[src/rtl/snake_pkg.sv]
// snake_pkg: shared widths and scan FSM encoding for the snake segment store
package snake_pkg;
   localparam int SNAKE_X_BITS = 6;
   localparam int SNAKE_Y_BITS = 6;
   localparam int SNAKE_ADDR_W = 8;
   localparam int SNAKE_LEN_W  = 9;
   typedef enum logic [1:0] {IDLE, SCAN, DONE} state_t;
endpackage

[src/rtl/snake_seg_arbiter_if.sv]
// snake_seg_arbiter_if: requester-side bundle of the segment store (engine, scanner, renderer)
interface snake_seg_arbiter_if
   import snake_pkg::*;
#(
   parameter int X_BITS   = SNAKE_X_BITS,
   parameter int Y_BITS   = SNAKE_Y_BITS,
   parameter int S_ADDR_W = SNAKE_ADDR_W,
   parameter int S_LEN_W  = SNAKE_LEN_W
) ();
   logic                init_req;
   logic                mv_req;
   logic                mv_grow;
   logic [X_BITS-1:0]   mv_x;
   logic [Y_BITS-1:0]   mv_y;
   logic                mv_ack;
   logic                hit_req;
   logic [X_BITS-1:0]   hit_x;
   logic [Y_BITS-1:0]   hit_y;
   logic                hit_done;
   logic                hit;
   logic                r_act;
   logic [S_ADDR_W-1:0] q_addr;
   logic [X_BITS-1:0]   q_x;
   logic [Y_BITS-1:0]   q_y;
   logic                q_vld;
   logic [S_LEN_W-1:0]  len;
   logic [X_BITS-1:0]   hx;
   logic [Y_BITS-1:0]   hy;
   modport master (
      output init_req, mv_req, mv_grow, mv_x, mv_y, hit_req, hit_x, hit_y, r_act, q_addr,
      input  mv_ack, hit_done, hit, q_x, q_y, q_vld, len, hx, hy
   );
   modport slave (
      input  init_req, mv_req, mv_grow, mv_x, mv_y, hit_req, hit_x, hit_y, r_act, q_addr,
      output mv_ack, hit_done, hit, q_x, q_y, q_vld, len, hx, hy
   );
endinterface

[src/rtl/snake_seg_ram.sv]
// snake_seg_ram: single-port segment RAM, synchronous read and write, no reset
module snake_seg_ram
   import snake_pkg::*;
#(
   parameter int AW = SNAKE_ADDR_W,
   parameter int DW = SNAKE_X_BITS + SNAKE_Y_BITS
) (
   input  logic          clk,
   input  logic          we,
   input  logic [AW-1:0] addr,
   input  logic [DW-1:0] wdata,
   output logic [DW-1:0] rdata
);
   logic [DW-1:0] mem [2**AW];
   // one access per cycle: optional write plus registered read of the same address
   always_ff @(posedge clk) begin
      if (we) mem[addr] <= wdata;
      rdata <= mem[addr];
   end
endmodule

[src/rtl/snake_seg_arbiter.sv]
// snake_seg_arbiter: ring-buffer segment store arbitrated between renderer, engine and collision scan
module snake_seg_arbiter
   import snake_pkg::*;
#(
   parameter int X_BITS   = SNAKE_X_BITS,
   parameter int Y_BITS   = SNAKE_Y_BITS,
   parameter int S_ADDR_W = SNAKE_ADDR_W,
   parameter int S_LEN_W  = SNAKE_LEN_W
) (
   input logic               clk,
   input logic               rst_n,
   snake_seg_arbiter_if.slave bus
);
   localparam int DW = X_BITS + Y_BITS;
   localparam logic [S_LEN_W-1:0] DEPTH = S_LEN_W'(2**S_ADDR_W);

   state_t              state, state_nx;
   logic [S_ADDR_W-1:0] hp, addr;
   logic [S_LEN_W-1:0]  len, rd_i;
   logic [X_BITS-1:0]   hx;
   logic [Y_BITS-1:0]   hy;
   logic [DW-1:0]       rdata, sd, cmp_data;
   logic                mv_ack, hit_done, hit, q_vld, found;
   logic                pend, wr_go, scan_go, adv, scan_rd, fresh, cmp_vld, cmp_last, match;

   snake_seg_ram #(.AW(S_ADDR_W), .DW(DW)) u_ram (
      .clk   (clk),
      .we    (wr_go),
      .addr  (addr),
      .wdata ({bus.mv_x, bus.mv_y}),
      .rdata (rdata)
   );

   // port arbitration: renderer, then init/move, then scan; the cycle after an ack blocks a re-apply of the held request
   always_comb begin
      pend     = (bus.init_req || bus.mv_req) && !mv_ack;
      wr_go    = state == IDLE && !bus.r_act && pend;
      scan_go  = state == IDLE && bus.hit_req && !hit_done && !pend;
      adv      = !bus.r_act;
      scan_rd  = state == SCAN && adv && rd_i < len;
      addr     = bus.r_act ? hp - bus.q_addr :
                 wr_go     ? hp + S_ADDR_W'(1) : hp - rd_i[S_ADDR_W-1:0];
      cmp_data = fresh ? rdata : sd;
      match    = cmp_data == {bus.hit_x, bus.hit_y};
   end

   // scan FSM next state; a renderer cycle freezes the scan including its pending compare
   always_comb begin
      state_nx = state;
      if (state == IDLE && scan_go) state_nx = len >= S_LEN_W'(2) ? SCAN : DONE;
      else if (state == SCAN && adv && cmp_vld && (match || cmp_last)) state_nx = DONE;
      else if (state == DONE) state_nx = IDLE;
   end

   // scan FSM state register
   always_ff @(posedge clk or negedge rst_n) begin
      if (!rst_n) state <= IDLE;
      else state <= state_nx;
   end

   // ring pointer, length, head copy, query valid and scan pipeline
   always_ff @(posedge clk or negedge rst_n) begin
      if (!rst_n) begin
         hp       <= '0;
         len      <= '0;
         hx       <= '0;
         hy       <= '0;
         mv_ack   <= 1'b0;
         q_vld    <= 1'b0;
         hit_done <= 1'b0;
         hit      <= 1'b0;
         found    <= 1'b0;
         rd_i     <= '0;
         cmp_vld  <= 1'b0;
         cmp_last <= 1'b0;
         fresh    <= 1'b0;
         sd       <= '0;
      end else begin
         mv_ack   <= wr_go;
         q_vld    <= bus.r_act && S_LEN_W'(bus.q_addr) < len;
         hit_done <= state == DONE;
         fresh    <= scan_rd;
         if (fresh) sd <= rdata;
         if (state == DONE) hit <= found;
         if (wr_go) begin
            hp  <= hp + S_ADDR_W'(1);
            hx  <= bus.mv_x;
            hy  <= bus.mv_y;
            len <= (bus.init_req || len == '0) ? S_LEN_W'(1) :
                   (bus.mv_grow && len < DEPTH) ? len + S_LEN_W'(1) : len;
         end
         if (scan_go) begin
            rd_i  <= S_LEN_W'(1);
            found <= 1'b0;
         end else if (scan_rd) rd_i <= rd_i + S_LEN_W'(1);
         if (state != SCAN) begin
            cmp_vld  <= 1'b0;
            cmp_last <= 1'b0;
         end else if (adv) begin
            cmp_vld  <= scan_rd;
            cmp_last <= rd_i + S_LEN_W'(1) == len;
            if (cmp_vld && match) found <= 1'b1;
         end
      end
   end

   assign bus.mv_ack   = mv_ack;
   assign bus.hit_done = hit_done;
   assign bus.hit      = hit;
   assign bus.q_vld    = q_vld;
   assign bus.q_x      = q_vld ? rdata[DW-1:Y_BITS] : '0;
   assign bus.q_y      = q_vld ? rdata[Y_BITS-1:0] : '0;
   assign bus.len      = len;
   assign bus.hx       = hx;
   assign bus.hy       = hy;
endmodule

[src/flat_wrapper.sv]
// flat-port wrapper written by rule: the top's interface ports become plain ports
module snake_seg_arbiter_flat import snake_pkg::*;
#(
   parameter int X_BITS   = SNAKE_X_BITS,
   parameter int Y_BITS   = SNAKE_Y_BITS,
   parameter int S_ADDR_W = SNAKE_ADDR_W,
   parameter int S_LEN_W  = SNAKE_LEN_W
)
  (clk, rst_n, bus_init_req, bus_mv_req, bus_mv_grow, bus_mv_x, bus_mv_y, bus_hit_req, bus_hit_x, bus_hit_y, bus_r_act, bus_q_addr, bus_mv_ack, bus_hit_done, bus_hit, bus_q_x, bus_q_y, bus_q_vld, bus_len, bus_hx, bus_hy);
  snake_seg_arbiter_if #(.X_BITS(X_BITS), .Y_BITS(Y_BITS), .S_ADDR_W(S_ADDR_W), .S_LEN_W(S_LEN_W)) bus_i ();
  input logic clk;
  input logic rst_n;
  input wire logic [$bits(bus_i.init_req)-1:0] bus_init_req;
  input wire logic [$bits(bus_i.mv_req)-1:0] bus_mv_req;
  input wire logic [$bits(bus_i.mv_grow)-1:0] bus_mv_grow;
  input wire logic [$bits(bus_i.mv_x)-1:0] bus_mv_x;
  input wire logic [$bits(bus_i.mv_y)-1:0] bus_mv_y;
  input wire logic [$bits(bus_i.hit_req)-1:0] bus_hit_req;
  input wire logic [$bits(bus_i.hit_x)-1:0] bus_hit_x;
  input wire logic [$bits(bus_i.hit_y)-1:0] bus_hit_y;
  input wire logic [$bits(bus_i.r_act)-1:0] bus_r_act;
  input wire logic [$bits(bus_i.q_addr)-1:0] bus_q_addr;
  output wire logic [$bits(bus_i.mv_ack)-1:0] bus_mv_ack;
  output wire logic [$bits(bus_i.hit_done)-1:0] bus_hit_done;
  output wire logic [$bits(bus_i.hit)-1:0] bus_hit;
  output wire logic [$bits(bus_i.q_x)-1:0] bus_q_x;
  output wire logic [$bits(bus_i.q_y)-1:0] bus_q_y;
  output wire logic [$bits(bus_i.q_vld)-1:0] bus_q_vld;
  output wire logic [$bits(bus_i.len)-1:0] bus_len;
  output wire logic [$bits(bus_i.hx)-1:0] bus_hx;
  output wire logic [$bits(bus_i.hy)-1:0] bus_hy;
  assign bus_i.init_req = bus_init_req;
  assign bus_i.mv_req = bus_mv_req;
  assign bus_i.mv_grow = bus_mv_grow;
  assign bus_i.mv_x = bus_mv_x;
  assign bus_i.mv_y = bus_mv_y;
  assign bus_i.hit_req = bus_hit_req;
  assign bus_i.hit_x = bus_hit_x;
  assign bus_i.hit_y = bus_hit_y;
  assign bus_i.r_act = bus_r_act;
  assign bus_i.q_addr = bus_q_addr;
  assign bus_mv_ack = bus_i.mv_ack;
  assign bus_hit_done = bus_i.hit_done;
  assign bus_hit = bus_i.hit;
  assign bus_q_x = bus_i.q_x;
  assign bus_q_y = bus_i.q_y;
  assign bus_q_vld = bus_i.q_vld;
  assign bus_len = bus_i.len;
  assign bus_hx = bus_i.hx;
  assign bus_hy = bus_i.hy;
  snake_seg_arbiter #(.X_BITS(X_BITS), .Y_BITS(Y_BITS), .S_ADDR_W(S_ADDR_W), .S_LEN_W(S_LEN_W)) u_core (.clk(clk), .rst_n(rst_n), .bus(bus_i));
endmodule
[config.mk]
export PLATFORM = sky130hd
export DESIGN_NAME = snake_seg_arbiter_flat
export DESIGN_NICKNAME = d
export VERILOG_FILES = /design/src/rtl/snake_pkg.sv /design/src/rtl/snake_seg_arbiter_if.sv /design/src/rtl/snake_seg_ram.sv /design/src/rtl/snake_seg_arbiter.sv /design/src/flat_wrapper.sv
export SDC_FILE = /design/constraint.sdc
export NUM_CORES = 2
export LEC_CHECK = 0
export BUFFER_PORTS_ARGS = -buffer_cell sky130_fd_sc_hd__buf_4
export CAP_MARGIN = 20
export CORE_MARGIN = 3
export CORE_UTILIZATION = 40
export CTS_CLUSTER_DIAMETER = 50
export CTS_CLUSTER_SIZE = 20
export DETAILED_ROUTE_END_ITERATION = 12
export GPL_TIMING_DRIVEN = 0
export REMOVE_ABC_BUFFERS = 1
export SLEW_MARGIN = 20
export SYNTH_ARGS = -nofsm -noshare
export SYNTH_HDL_FRONTEND = slang
export SYNTH_SLANG_ARGS = --single-unit
[constraint.sdc]
create_clock -name clk -period 7 [get_ports clk]
set_input_delay 1.05 -clock clk [delete_from_list [all_inputs] [get_ports clk]]
set_output_delay 1.05 -clock clk [all_outputs]
set_load 0.01 [all_outputs]
# After elaboration in Yosys (flattened, before gate mapping)
# Memories as Yosys holds them, arrays and structs flattened. A register that Yosys moved wholly into a read port is not among the register bits.
# Index checks and enable logic that the tools add are counted.
# classes
mux	23
add_sub_neg	5
n_eq_ne	6
n_lt_le_gt_ge	4
n_reduce_logical	27
# op_table
cell	count
$mux W9	4
$add A9 B1 Y9 const B	2
$mux W8	2
$sub A8 B8 Y8	2
$logic_and A1 B1 Y1	14
$eq A12 B12 Y1	1
$mux W12	1
$mux W6	2
$mux W1	10
$eq A9 B9 Y1	1
$ge A9 B2 Y1 const B	1
$logic_not A9 Y1	1
$lt A8 B9 Y1	1
$lt A9 B9 Y1	1
$lt A9 B9 Y1 const B	1
$add A8 B1 Y8 const B	1
$mux W2	4
$logic_not A1 Y1	4
$ne A2 B1 Y1 const B	2
$reduce_bool A2 Y1	2
$logic_or A1 B1 Y1	3
$reduce_bool A3 Y1	1
$eq A2 B1 Y1 const B	1
$eq A2 B2 Y1 const B	1
2 further kinds	2
# totals
mem_count	1
in_bits	39
regBits	60
elab_cells	81
mem_bits_rw	3072
out_inout_bits	37
# mem_list
memory	words	word_bits	rd	rd_ports_with_merged_regs	wr	line	text
u_core.u_ram.mem	256	12	1	1	1	snake_seg_ram.sv:14	logic [DW-1:0] mem [2**AW];

# Depth between registers and ports, before layout
# depth
ltp_word	8
depth_mapped	17
mapped_depth_nobuf	14

# Hierarchy
# Synthesis repeated with hierarchy kept, for this count alone.
# hier_totals
hier_cells	5591
hier_area_um2	121027.3
# modules_own_cells
mod	area_each_um2	instances	cells_per_inst	seq_area_each_um2
snake_seg_ram	116844.6	1	5137	92488.7
snake_seg_arbiter	4182.8	1	454	1501.4

# Worst setup path before layout
# OpenSTA, ideal clock, no wires.
# synth_timing
path_kind	in2reg
startpoint	input bus_q_addr[3]
endpoint	memory u_core.u_ram.mem[22][0] (netlist bit), enable pin
path_buffers	2
cell_stages	11
required_time_ps	6620
slack_ps	2388
setup_time_ps	380
arrival_time_ps	4232
path_cell_list	inv_1 ha_1 a21o_1 a21o_1 or3_1 and3_1 nor4_1 nand4_1 clkbuf_1 clkbuf_1 nor2_1
# synth_via
elab_chain_cells	2
# synth_rtl
element	line	text
start, declared	flat_wrapper.sv:22	input wire logic [$bits(bus_i.q_addr)-1:0] bus_q_addr;
$sub A8 B8 Y8	snake_seg_arbiter.sv:41	addr = bus.r_act ? hp - bus.q_addr :
$mux W8	snake_seg_arbiter.sv:41	
end, declared	snake_seg_ram.sv:14	
# Every way passes these cells.

# Worst setup path after layout
# layout_timing
startpoint	register u_core.hp[0]
endpoint	register u_core.u_ram.rdata[8], read port of u_core.u_ram.mem
# layout_via
elab_chain_cells	3
word_cells_on_any_way	5
cone_classes	3 x add/sub; 2 x mux
# layout_rtl
element	line	text
start, declared	snake_seg_arbiter.sv:18	logic [S_ADDR_W-1:0] hp, addr;
start signal, assigned	snake_seg_arbiter.sv:86	hp <= hp + S_ADDR_W'(1);
$sub A8 B8 Y8 or $add A8 B1 Y8 (tied branches)	snake_seg_arbiter.sv:42	wr_go ? hp + S_ADDR_W'(1) : hp - rd_i[S_ADDR_W-1:0];
$mux W8	snake_seg_arbiter.sv:42	
$mux W8 (*)	snake_seg_arbiter.sv:41	
end, declared	snake_seg_ram.sv:12	output logic [DW-1:0] rdata
# Mark *: on every way between the ends. The rest lies on a longest branch, timed or not.
# A chain may end at the register's enable or synchronous reset.

==> reports/results.tsv <==
stage	metric	value	unit
critical_path	flop-to-flop setup slack	0.39	ns
synthesis	Post-synth EDFFs	3072	
sta	final cycle utilization of the critical path	94.4	%
route	final WL	319000	um
route	DR vias/cell	5.73	
pwr	switching portion of total power	36.3	%
finish	# fillers	25336	
pwr	Pleak	45.7	nW
clocking	CTS tree	yes	
global_route	vias in the first global route	63867	
pwr	Peak VDD IR	0.000426	V
sta	Worst slew margin	11.5	%
synthesis	synthesized area	0.123	sq mm
finish	nets@finish	6911	
floorplanning	Die Span X	562	um
route	initial DRC count	7070	
sta	final hold vios	0	
critical_path	Critical Path RT	7.56	ns
critical_path	reg2reg path depth	22	
clocking	clk buf depth	4	
global_route	initial antenna violation count	11	
clocking	number of H-tree levels	5	
synthesis	cell taking the most area after synthesis	edfxtp_1	
synthesis	Yosys top cell area share	74.7	%
hold_path	Hold Crit Class	in -> async	
floorplanning	number of I/O pins	76	
sta	Worst Tran Pin Value	1.32	ns
synthesis	most instantiated cells after synthesis	edfxtp_1, nand2_1, mux4_2	
sta	max-slew violations	0	
sta	Fmax	151	MHz
synthesis	Area contributors post-synth	edfxtp_1, mux4_2, mux2i_1	
placement	port bufs	75	
sta	Final Worst Setup Slack	0.394	ns
pwr	Comb power frac	40.1	%
pwr	cell area power density	442	mW/mm^2
global_route	gr ovfl total	0	
placement	dpl ws	-0.783	ns
critical_path	Critical Path Source Type	register	
floorplanning	# rows	203	
route	First-pass DRT Iterations	7	
sta	Hold Worst Slack	0.315	ns
critical_path	Setup crit end	u_core.u_ram.rdata[8]$_DFF_P_	
pwr	clock power share	26.6	%
synthesis	#FFs+latches synth	3144	
sta	Final min period	6.61	ns
critical_path	CP endpoint kind	register	
route	DR vias	64118	
clocking	CTS sink cnt	3144	
route	Post-DRT Antenna Nets	0	
sta	RSZ-0062 raised after global routing	no	
synthesis	Ys Warns	0	
global_route	largest net degree at the start of global routing	121	
clocking	hold buffer count at cts	0	
synthesis	Syn Area/Cell	18.5	sq um
floorplanning	die height	562	um
finish	Core Util, Final	46.6	%
floorplanning	initial core utilization	40.3	%
finish	layout cell share with drive strength beyond 1	23.7	%
critical_path	crit path kind	reg -> reg	
pwr	cell internal pwr	0.0403	W
clocking	number of buffers created by CTS	296	
finish	area delta synth->final	15.8	%
placement	DP HPWL	199000	um
synthesis	sequential-to-total area share from yosys stat	76.1	%
critical_path	R2R Path Start	u_core.hp[0]$_DFFE_PN0P_	
synthesis	Synth Flop Type	edfxtp_1	
flow_run	MaxCap Viol Count	0	
placement	Placer Congestion	0.798	
clocking	Worst-Skew Late Latency	0.90	ns
global_route	global-route usage over all layers	19.9	%
finish	post-route insts no fill	11183	
route	DRC	0	
clocking	root cell of the clock tree	clkbuf_16	
critical_path	worst reg2reg endpoint	u_core.u_ram.rdata[8]$_DFF_P_	
floorplanning	Die Area	0.315	sq mm
critical_path	Critical Path AT	7.16	ns
sta	Final Setup Violations	0	
critical_path	CP startpoint	u_core.hp[0]$_DFFE_PN0P_	
floorplanning	Core Area	0.307	sq mm
route	Routed wire per std cell	28.6	um
synthesis	Synth cell types	72	
pwr	Flop pwr share	33.4	%
pwr	switching power	0.0230	W
synthesis	Async SR Flop Fraction	1.91	%
placement	placed cell count	10633	
synthesis	most common cell in the synthesized netlist	edfxtp_1	
global_route	first-pass GRT wire length	459000	um
sta	clk_skew	0.0615	ns
critical_path	Critical Path Fanout Max	21	
run_status	status	completed	
synthesis	Cells after Synth	6661	
clocking	Clock transition at path regs	0.06	ns
layout by cell type, fill, tap and decap left out, types with 25 or more instances in the layout:
cell       Yosys  final
nand2_1      624    609
mux2i_1      266    266
a21oi_1      323    322
inv_8          0     40
o22ai_1       67     67
nand3_1      134    126
o21ai_0       35     35
buf_4         34     69
buf_6         10     42
buf_8          0     47
xnor2_1       31     31
clkbuf_16      0    300
inv_6          0     52
mux4_2       544    544
edfxtp_1    3072   3072
buf_16         0    105
nor2_2         1    255
clkinv_8       0     28
a221oi_1      65     64
nand4_1       34     34
clkinv_4       0     28
ha_1          35     35
inv_1         32     32
a211oi_1      74     74
nor2_1       333     77
a22oi_1      157    157
nor3_1        27     25
a311oi_1      25     25
dfrtp_1       60     60
layer usage:
layer / global-route usage (%) / vias to the layer above / routed length, um
met4: 7.09 / 4 / 12500
met2: 31.7 / 2516 / 152000
met3: 3.82 / 483 / 25200
met5: 0 / - / 23
li1: - / 27385 / -
met1: 27.2 / 33730 / 130000
sequential cells by signal, summed over array words and instances (netlist names), 2 cells and up:
| register | cells |
|---|---|
| u_core.u_ram.rdata | 12 |
| u_core.u_ram.mem | 3072 |
| u_core.rd_i | 9 |
| u_core.bus.hy | 6 |
| u_core.hp | 8 |
| u_core.bus.len | 9 |
| u_core.sd | 12 |
| u_core.state | 2 |
| u_core.bus.hx | 6 |
metrics by stage:
| stage | cell area, sq um | setup TNS [ns] | total power, W |
|---|---|---|---|
| 6_report | 143000 | 0 | 0.0633 |
| 5_1_grt | 143000 | 0 | 0.0657 |
| 4_1_cts | 143000 | 0 | 0.0636 |
| 3_5_place_dp | 133000 | -35.20 | 0.0468 |
| 3_3_place_gp | 127000 | - | 0.0362 |
| 2_1_floorplan | 122000 | - | 0.0337 |
worst min path at each step:
stage                                 startpoint                      endpoint  slack (ns)  cells after the start
after floorplan           u_core.found$_DFF_PN0_        u_core.found$_DFF_PN0_        0.43                      2
after global placement    u_core.found$_DFF_PN0_        u_core.found$_DFF_PN0_        0.46                      2
after detailed placement  u_core.found$_DFF_PN0_        u_core.found$_DFF_PN0_        0.45                      2
after CTS                                  rst_n  u_core.bus.hy[0]$_DFFE_PN0P_        0.32                      1
after global routing                       rst_n  u_core.bus.hy[4]$_DFFE_PN0P_        0.36                      1
final                                      rst_n  u_core.bus.hy[4]$_DFFE_PN0P_        0.31                      1
power by group through the flow:
stage,registers (W),logic (W),clock network (W)
detailed placement,0.0215,0.0253,0
finish,0.0211,0.0253,0.0168
floorplan,0.0214,0.0123,0
CTS,0.0211,0.0254,0.0171
global route,0.0211,0.0267,0.0178
global placement,0.0216,0.0146,0
final cells by class:
cell class | instances | area (sq um) | share of cell area, %
Sequential cell | 3144 | 94000 | 65.7
Tap cell | 4100 | 5130 | 3.59
Multi-Input combinational cell | 3071 | 28400 | 19.9
Inverter | 33 | 124 | 0.0866
Timing Repair Buffer | 289 | 5080 | 3.55
Antenna cell | 11 | 27.5 | 0.0193
Clock inverter | 223 | 2660 | 1.86
Clock buffer | 312 | 7550 | 5.28
critical path, stage by stage, from the launching register on:
cell      delay, ns
dfrtp_1        0.40
inv_1          0.26
ha_1           0.21
inv_1          0.05
fa_1           0.47
o21ai_1        0.13
a21oi_4        0.64
buf_16         0.25
buf_16         0.18
buf_16         0.19
buf_16         0.19
buf_16         0.18
buf_16         0.18
buf_16         0.18
buf_16         0.18
buf_16         0.19
buf_16         0.19
mux4_2         0.30
nor2b_1        0.15
a211oi_1       0.39
a211oi_1       0.16
nor4_4         0.60
nand4_1        0.49
timing repair:
action | 4_1_cts | 5_1_grt
pin swaps | 0 | 2
buffers inserted | 0 | 1
endpoints found under the setup margin | 3 | 8
cloned | 0 | 1
resized for setup | 3 | 0
logic make-up (layout without fill, tap and decap cells):
| group | Yosys count | after routing | share of synthesized area (%) |
|---|---|---|---|
| muxes | 825 | 825 | 12.2 |
| xor gates and xnor gates | 49 | 49 | 0.348 |
| other | 0 | 11 | 0 |
| adders and majority gates | 37 | 37 | 0.387 |
| buffers and inverters | 447 | 857 | 1.68 |
| DFF | 3144 | 3144 | 76.1 |
| AOI/OAI and AO/OA | 896 | 897 | 4.88 |
| and+or+nand+nor | 1263 | 1263 | 4.37 |
No activity file was read; power rests on OpenSTA's default activity.
